--- config.mk ---
export PLATFORM = sky130hd
export DESIGN_NAME = dsp_mac_sequencer
export DESIGN_NICKNAME = d
export VERILOG_FILES = /design/src/rtl/dsp_mac_sequencer.sv
export SDC_FILE = /design/constraint.sdc
export NUM_CORES = 1
export LEC_CHECK = 0
export ABC_AREA = 1
export CAP_MARGIN = 10
export CORE_MARGIN = 2
export CORE_UTILIZATION = 48
export DETAILED_ROUTE_END_ITERATION = 10
export PLACE_DENSITY_LB_ADDON = 0.15
export SLEW_MARGIN = 40
export SYNTH_ARGS = -nofsm -noshare
export SYNTH_HDL_FRONTEND = slang
export SYNTH_SLANG_ARGS = --single-unit
export TNS_END_PERCENT = 10
--- constraint.sdc ---
create_clock -name CLK -period 4.3 [get_ports CLK]
set_input_delay 0.43 -clock CLK [delete_from_list [all_inputs] [get_ports CLK]]
set_output_delay 0.43 -clock CLK [all_outputs]
set_load 0.1 [all_outputs]
--- src/rtl/dsp_mac_sequencer.sv ---
// dsp_mac_sequencer: control FSM driving a DSP48A1 slice to form P = sum(A*B).
// Define DSP_SEQ_ABORT_EN to add the abort/aborted port pair.
module dsp_mac_sequencer #(
  parameter int CNT_W = 10,
  parameter int MREG  = 1
) (
  input  logic             CLK,
  input  logic             RST_N,
  input  logic             start,
  input  logic [CNT_W-1:0] len,
  input  logic             in_valid,
  output logic             in_ready,
  output logic [7:0]       OPMODE,
  output logic             CEA,
  output logic             CEB,
  output logic             CEM,
  output logic             CEP,
  output logic             RSTP,
  output logic             busy,
  output logic             done,
`ifdef DSP_SEQ_ABORT_EN
  input  logic             abort,
  output logic             aborted,
`endif
  output logic [CNT_W-1:0] beat_cnt
);

  localparam int VW = (MREG != 0) ? 2 : 1;
  localparam logic [7:0] OPM_MAC = 8'h09;

  typedef enum logic [2:0] {
    S_IDLE,
    S_CLEAR,
    S_RUN,
    S_DRAIN,
    S_DONE
  } state_t;

  state_t           r_state;
  state_t           w_next;
  logic [CNT_W-1:0] r_len;
  logic [CNT_W-1:0] r_cnt;
  logic [VW-1:0]    r_vsr;
  logic [VW-1:0]    w_vsr_next;
  logic             w_beat;
  logic             w_last;
  logic             w_abort;
  logic             w_ready;
  logic [7:0]       w_opm;
  logic             w_rstp;
  logic             w_busy;
  logic             w_done;

  assign w_beat = in_valid && (r_state == S_RUN);
  assign w_last = w_beat && (r_cnt == r_len - 1'b1);

`ifdef DSP_SEQ_ABORT_EN
  logic r_aborted;
  assign w_abort = abort && (r_state == S_CLEAR ||
                             r_state == S_RUN ||
                             r_state == S_DRAIN);
  assign aborted = r_aborted;
`else
  assign w_abort = 1'b0;
`endif

  // One bit per pipeline stage between the A1/B1 capture and P.
  always_comb begin
    w_vsr_next    = r_vsr << 1;
    w_vsr_next[0] = w_beat;
  end

  always_comb begin
    w_next  = r_state;
    w_ready = 1'b0;
    w_opm   = 8'h00;
    w_rstp  = 1'b0;
    w_busy  = 1'b0;
    w_done  = 1'b0;
    unique case (r_state)
      S_IDLE: begin
        if (start) begin
          w_next = (len == '0) ? S_DONE : S_CLEAR;
        end
      end
      S_CLEAR: begin
        w_rstp = 1'b1;
        w_busy = 1'b1;
        w_next = S_RUN;
      end
      S_RUN: begin
        w_ready = 1'b1;
        w_opm   = OPM_MAC;
        w_busy  = 1'b1;
        if (w_last) w_next = S_DRAIN;
      end
      S_DRAIN: begin
        w_opm  = OPM_MAC;
        w_busy = 1'b1;
        if (w_vsr_next == '0) w_next = S_DONE;
      end
      S_DONE: begin
        w_opm  = OPM_MAC;
        w_done = 1'b1;
        w_next = S_IDLE;
      end
      default: w_next = S_IDLE;
    endcase
    if (w_abort) w_next = S_IDLE;
  end

  always_ff @(posedge CLK or negedge RST_N) begin
    if (!RST_N) begin
      r_state <= S_IDLE;
      r_len   <= '0;
      r_cnt   <= '0;
      r_vsr   <= '0;
    end else begin
      r_state <= w_next;
      r_vsr   <= w_abort ? '0 : w_vsr_next;
      if (r_state == S_IDLE && start) begin
        r_len <= len;
        r_cnt <= '0;
      end else if (w_beat && !w_abort) begin
        r_cnt <= r_cnt + 1'b1;
      end
    end
  end

`ifdef DSP_SEQ_ABORT_EN
  always_ff @(posedge CLK or negedge RST_N) begin
    if (!RST_N) r_aborted <= 1'b0;
    else        r_aborted <= w_abort;
  end
`endif

  // The slice gates its P reset with CEP, so CLEAR raises both.
  assign in_ready = w_ready;
  assign OPMODE   = w_opm;
  assign CEA      = w_beat;
  assign CEB      = w_beat;
  assign CEM      = (MREG != 0) ? r_vsr[0] : 1'b0;
  assign CEP      = r_vsr[VW-1] | w_rstp;
  assign RSTP     = w_rstp;
  assign busy     = w_busy;
  assign done     = w_done;
  assign beat_cnt = r_cnt;

endmodule

== Word level (Yosys, flattened, before mapping) ==
Index checks and enable logic that the tools add are counted.

* Reduce and logical (&&, ||, !) cells: 10
* Bitwise gates (word level): 1
* Equality and inequality tests: 8
* Mux-type cells: 12
* $add $sub $neg: 2

{| class="wikitable"
|+ Operator list
! cell !! number
|-
| $mux W10 || 2
|-
| $mux W3 || 4
|-
| $pmux W3 S4 || 1
|-
| $add A10 B1 Y10 const B || 1
|-
| $eq A10 B10 Y1 || 1
|-
| $logic_not A10 Y1 || 1
|-
| $sub A10 B1 Y10 const B || 1
|-
| $eq A3 B2 Y1 const B || 2
|-
| $ne A2 B2 Y1 const B || 3
|-
| $reduce_or A3 Y1 || 2
|-
| $mux W1 || 4
|-
| $mux W4 || 1
|-
| $eq A3 B1 Y1 const B || 1
|-
| $eq A3 B3 Y1 const B || 1
|-
| $logic_and A1 B1 Y1 || 3
|-
| $logic_not A3 Y1 || 1
|-
| $reduce_and A3 Y1 || 1
|-
| $logic_not A2 Y1 || 1
|-
| $reduce_bool A2 Y1 || 1
|-
| $or A1 B1 Y1 || 1
|}

* Bits in registers: 25
* Bits of input ports: 14

== Longest topological paths before layout ==
Gate-level depths: netlist of the first run.

* Depth in word-level cells: 5
* Mapped depth: 13
* Mapped depth without buffers: 13

== Least setup slack after synthesis of the first run ==
Ideal clock, no wire load.

* Path type: register -> output
* Start point: register r_state[0]
* End point: output port OPMODE[3]
* Stages on the path, launching flop included: 5
* Arrival: 3.407 ns
* Path slack: 0.463 ns
* Data required time: 3.870 ns
* Path through: dfrtp_1 nor2_1 inv_1 o21ai_0 buf_4

* Cells in the longest elaborated chain, start to end: 3
* Elaborated cells between the ends (all ways): 5

{| class="wikitable"
|+ Ends and longest elaborated chain
! what !! line !! source
|-
| start, declared || 39 || <nowiki>state_t r_state;</nowiki>
|-
| start signal, assigned || 119 || <nowiki>r_state <= w_next;</nowiki>
|-
| $eq A3 B2 Y1 or $eq A3 B3 Y1 (tied branches) || 80 || <nowiki>unique case (r_state)</nowiki>
|-
| $reduce_or A3 Y1 (no line) * || -- ||
|-
| $mux W4 * || 80 ||
|-
| end, declared || 13 || <nowiki>output logic [7:0] OPMODE,</nowiki>
|}

Every way passes the cells marked *; elsewhere a longest branch is shown, timed or not.

== Worst setup path after layout of the first run ==
* Start point: register r_state[0]
* End point: output port CEP

* Cells in the longest elaborated chain, start to end: 3

{| class="wikitable"
|+ Ends and longest elaborated chain
! what !! line !! source
|-
| $eq A3 B1 Y1 || 80 ||
|-
| $mux W1 || 80 ||
|-
| $or A1 B1 Y1 || 143 || <nowiki>assign CEP = r_vsr[VW-1] | w_rstp;</nowiki>
|-
| end, declared || 17 || <nowiki>output logic CEP,</nowiki>
|}

No other way between the ends.

==> results of run 1 <==
Yosys cell counts:
cell,count,area [sq um]
nand2_1,69,259
inv_1,34,128
nor2_1,33,124
dfrtp_1,25,626
o21ai_0,15,75.1
nand3_1,11,55.1
buf_4,9,67.6
a21oi_1,5,25.0
nor3_1,5,25.0
inv_2,4,15.0
nor2_2,3,18.8
o21ai_1,3,15.0
xor2_1,3,26.3
ha_1,2,25.0
nand2_4,2,22.5
nand3_2,2,20.0
nand4_1,2,12.5
xnor2_1,2,17.5
buf_2,1,5.00
conb_1,1,3.75
inv_4,1,6.26
nand4_2,1,12.5
nor2_4,1,11.3
nor2_8,1,20.0
nor3_4,1,16.3
nor4_1,1,6.26
o21bai_1,1,7.51
o22ai_1,1,6.26
or2_2,1,6.26
cells in the final DEF, fill, tap and decap left out, types with 5 or more instances in the layout:
cell type,netlist,final
inv_1,34,34
buf_2,1,20
dfrtp_1,25,25
clkdlybuf4s50_1,0,13
a21oi_1,5,5
o21ai_0,15,15
conb_1,1,6
nand3_1,11,11
nor2_1,33,33
nor3_1,5,5
nand2_1,69,69
through the flow:
stage               hold WS, ps  cells
CTS                         446    319
finish                      439    319
global route                463    319
detailed placement          430    315
floorplan                   134    245
global placement            434    315
state kept, by name, indices dropped and copies added (netlist names):
register and count:
r_vsr 2, r_state 3, beat_cnt 10, r_len 10
cell families after synthesis:
| kind of cell | Yosys count |
|---|---|
| compound gates | 25 |
| xor+xnor | 5 |
| buf+inv | 49 |
| other cells | 1 |
| simple gates | 133 |
| flops | 25 |
| fa+ha+maj | 2 |
layout make-up:
cell class,count,share of cell area (%)
sequential,25,32.5
inverter,39,7.73
clock buffer,3,1.17
multi-input combinational,171,43.1
clock inverter,1,0.260
timing repair buffer,34,12.3
tap,46,2.99
per-layer routing:
layer | vias to the layer above | wire length [um] | track usage (%)
met4 | 0 | 36 | 5.00
li1 | 794 | - | -
met5 | - | 0 | 0
met3 | 4 | 183 | 3.78
met1 | 633 | 1710 | 26.6
met2 | 30 | 1520 | 32.1
power by group through the flow:
| stage | clock, mW | sequential (mW) | combinational, mW |
|---|---|---|---|
| 3_5_place_dp | 0 | 0.395 | 1.01 |
| 4_1_cts | 0.114 | 0.390 | 1.01 |
| 2_1_floorplan | 0 | 0.474 | 0.793 |
| 3_3_place_gp | 0 | 0.395 | 1.05 |
| 5_1_grt | 0.124 | 0.405 | 1.11 |
| 6_report | 0.113 | 0.391 | 1.01 |
worst reg2reg max path, delay by kind of cell, from the launching register on:
kind	cells	cell delay, ps
AND/OR/NAND/NOR	4	700
buffers and inverters	3	370
flip-flops	1	500
AO/OA/AOI/OAI	1	120
path summary, 6_finish.rpt:
path,from,endpoint,slack [ps],cells past startpoint
worst max-delay path,r_state[0],CEP,2040,4
max in group asynchronous,RST_N,beat_cnt[8],3620,2
min in group CLK,r_vsr[0],r_vsr[1],450,0
worst min-delay path,RST_N,r_len[0],440,2
worst min register to register,r_vsr[0],r_vsr[1],450,0
worst max register to register,r_state[0],beat_cnt[5],2520,8
==> flow_summary.ini, run 1 <==
[worst_setup_path]
cp_num_buf_inv = 2
cp-end-kind = output port
arrival_ps = 1830
crit_family = flip-flops
critPathKind = reg -> out
cp_slowest_stage_delay_ps = 530
slowest_stage = dfrtp_1
worstPathMaxFanout = 5
start_kind = register
critical_path_required_ps = 3870
crit_path_cell_trace = inv_1, nor3_1, or2_2, buf_2

[yosys]
synth_area_sq_mm = 0.00166
synthCells = 240
synth_compound_area_share_pct = 7.77
synth_top_family_by_area = simple AND/OR/NAND/NOR gates
synthSimpleGateAreaFrac_pct = 36.8
avgSynthCellArea_sq_um = 6.91
ys_ff_latch = 25
ys_warn_count = 0
ys_seq_area_share_pct = 37.7
synthAdderAreaFrac_pct = 1.51
synth-xor-area-share_pct = 2.64
ys_types = 29
muxShareOfSynthArea_pct = 0

[clocking]
cts_sinks = 25
postCtsSetupBuffers = 0
postCtsHoldBufs = 0
htree_levels = 1
insertion_delay_ps = 330
clkSlewWorstSetupHoldPaths_ps = 150
cts-resized-gates = 0
cts_tree = built
ctsLongestPathBuffers = 2
cts_root_buf = clkbuf_4
cts_buffers = 3

[place]
hpwl_um = 2660
place_congestion = 0.809
dp_slack_ps = 2290
portBuffers = 33
place_area_sq_mm = 0.00190

[power]
p_comb_share_pct = 66.7
p_seq_share_pct = 25.8
p_per_area_mw_per_mm2 = 786
peakVddDrop_v = 0.000300
p_sw_uw = 943
totalPowerFinal_mw = 1.51
clkPwrFrac_pct = 7.5
leakagePower_nw = 1.07
switching_share_pct = 62.3
internal_power_uw = 570

[floorplanning]
die_w_um = 62.8
initial_utilization_pct = 49.7
die-area_sq_mm = 0.00394
coreArea_sq_mm = 0.00334
rows = 21
ios = 40
die_h_um = 62.8

[route]
drt_iter0_markers = 107
avgRoutedWirePerCell_um = 10.8
ant_nets = 0
via_count = 1461
routed_wl_um = 3440
first_pass_iters = 4
drc = 0
vias_per_cell = 4.58

[global_route]
grt_pass1_wl_um = 6200
antenna_found_initial = 0
gr-usage-all-layers_pct = 19.6
grt_max_degree = 26
grt_pass1_vias = 1371
grt_overflow = 0

[layout]
syn2layout_area_growth_pct = 16.2
fin_util_pct = 57.7
ff_latch_area_sq_um = 626
layout-drive-gt1-share_pct = 15.4
postLayoutCellArea_sq_mm = 0.00193
multi_input_area_sq_um = 830
nets = 290
n_fill_cell = 347
antenna_cells = 0

[status]
status = finished clean

[sta]
max_freq_mhz = 442
period_needed_ps = 2260
fin_ws_ps = 2040
finalClockSkew_ps = 1.97
drv_slew = 0
setup-violations-final = 0
finalHoldViolCount = 0
rsz0062_at_grt = no
period_share_pct = 52.6
totalNegativeSetupSlack_ps = 0

[worst_hold_path]
hold_class = in -> async

[run]
max-cap-violations = 0
(Power assumes the default switching activity.)
==> run 2: changes to the inputs <==
CORE_UTILIZATION = 45   (was 48)
clock period = 2 ns   (was 4.3 ns; I/O delays follow)
==> run 2 against run 1 <==
  * Worst setup slack lost 1800 ps
  * Clock power grew to 2.7 times the previous value
  * Die area grew 6.2%
  * Count of clock-buffer cells in the layout is the same
  * Non-clock buffer count grew 1
  * Critical path type is now reg -> reg
==> flow_summary.ini, run 2 (synthesized netlist as in run 1, its figures left out) <==
[power]
totalPowerFinal_mw = 3.75
p_per_area_mw_per_mm2 = 1760
peakVddDrop_v = 0.000511
leakagePower_nw = 1.12

[route]
via_count = 1531
avgRoutedWirePerCell_um = 11.2
vias_per_cell = 4.75
first_pass_iters = 4
drc = 0
routed_wl_um = 3600
ant_nets = 0
drt_iter0_markers = 68

[clocking]
cts_buffers = 3
insertion_delay_ps = 270
clkSlewWorstSetupHoldPaths_ps = 90
postCtsSetupBuffers = 0
cts-resized-gates = 0
cts_tree = built
postCtsHoldBufs = 0
ctsLongestPathBuffers = 2
cts_root_buf = clkbuf_8
htree_levels = 1
cts_sinks = 25

[global_route]
grt_overflow = 0
gr-usage-all-layers_pct = 19.3
grt_pass1_wl_um = 6310
grt_pass1_vias = 1415
grt_max_degree = 26
antenna_found_initial = 0

[worst_setup_path]
r2r_start = r_state[2]
critPathLaunch = r_state[2]
crit_path_cell_trace = inv_2, nand2_4, nor2_8, nand2_4, inv_4, nand3_2, inv_2, nand3_2, nor2_2, nand2_1, nand2_1, nand2_1, nor2_1
arrival_ps = 1940
crit_top_cell = nand2_1
start_kind = register
worstPathMaxFanout = 7
crit_family = simple AND/OR/NAND/NOR gates
cp_slowest_stage_delay_ps = 460
cp-end-kind = register
slowest_stage = dfrtp_1
critical_path_required_ps = 2210
cp_num_buf_inv = 3
critPathKind = reg -> reg

[floorplanning]
initial_utilization_pct = 46.0
coreArea_sq_mm = 0.00361
die_h_um = 64.7
die-area_sq_mm = 0.00419
ios = 40
rows = 22
die_w_um = 64.7

[sta]
finalHoldViolCount = 0
setup-violations-final = 0
finalClockSkew_ps = 6.76
holdWs_ps = 281
period_needed_ps = 1720
drv_slew = 0
rsz0062_at_grt = no
fin_ws_ps = 276
max_freq_mhz = 580
period_share_pct = 86.2

[layout]
layout-drive-gt1-share_pct = 16.4
nets = 291
postLayoutCellArea_sq_mm = 0.00214
instances_no_fill = 322
syn2layout_area_growth_pct = 28.8
final_cell_mix = 69 x nand2_1, 34 x inv_1, 33 x nor2_1, 25 x dfrtp_1, 14 x o21ai_0
antenna_cells = 0
n_fill_cell = 349
layout_commonest_cell = nand2_1

[place]
dp_slack_ps = 298
portBuffers = 33
hpwl_um = 2870
place_area_sq_mm = 0.00209
place_congestion = 0.874
dp.cells = 318

[worst_hold_path]
hold_class = in -> async

[run]
max-cap-violations = 0

[status]
status = finished clean
run 2: changes by cell type in the layout (fill, tap and decap cells not counted):
cell,change
buf_12,+9
buf_2,-20
buf_4,+12
clkbuf_4,-3
clkbuf_8,+3
clkinv_2,-1
clkinvlp_4,+1
nor3_1,-1
nor3_4,+1
o21ai_0,-1
o21ai_2,+1
run 2: report_power, final:
part | leakage (nW) | total, mW | switching (mW) | internal (mW)
sequential | 0.326 | 0.856 | 0.190 | 0.666
clock | 0.0217 | 0.310 | 0.169 | 0.141
combinational | 0.773 | 2.58 | 1.77 | 0.809
total | 1.12 | 3.75 | 2.13 | 1.62
run 2: final cells by class:
type	instances	area, sq um	share of cell area (%)
clock buffers	3	41.3	1.93
clock inverters	1	7.51	0.351
inverters	39	149	6.97
multi-input cells	171	845	39.5
flip-flops and latches	25	626	29.3
well taps	48	60.1	2.81
repair buffers	35	408	19.1
run 2: metrics by stage:
stage,TNS (ps),util [%]
2_1_floorplan,-742,-
3_3_place_gp,0,57.9
3_5_place_dp,0,57.9
4_1_cts,0,59.2
5_1_grt,0,59.2
6_report,0,59.2
run 2: routing by layer:
layer | up-vias | global-route usage (%) | part of all wire (%)
met5 | - | 0 | 0
met4 | 0 | 6.38 | 1.4
met3 | 6 | 2.60 | 5.2
met2 | 45 | 32.3 | 45
met1 | 689 | 25.9 | 48
li1 | 791 | - | -
run 2: worst paths after layout:
check | endpoint | slack (ps) | cells past startpoint
min reg2reg | r_vsr[1] | 440 | 0
max in group asynchronous | r_len[9] | 1470 | 2
min | beat_cnt[0] | 280 | 2
min in group CLK | r_vsr[1] | 440 | 0
max reg2reg | beat_cnt[9] | 280 | 13
max | beat_cnt[9] | 280 | 13
run 2: worst register-to-register path: cells and delay by family, from the launching register on:
| family | cells | cell delay, ps |
|---|---|---|
| buffers and inverters | 3 | 340 |
| flip-flops | 1 | 460 |
| AND/OR/NAND/NOR | 10 | 880 |
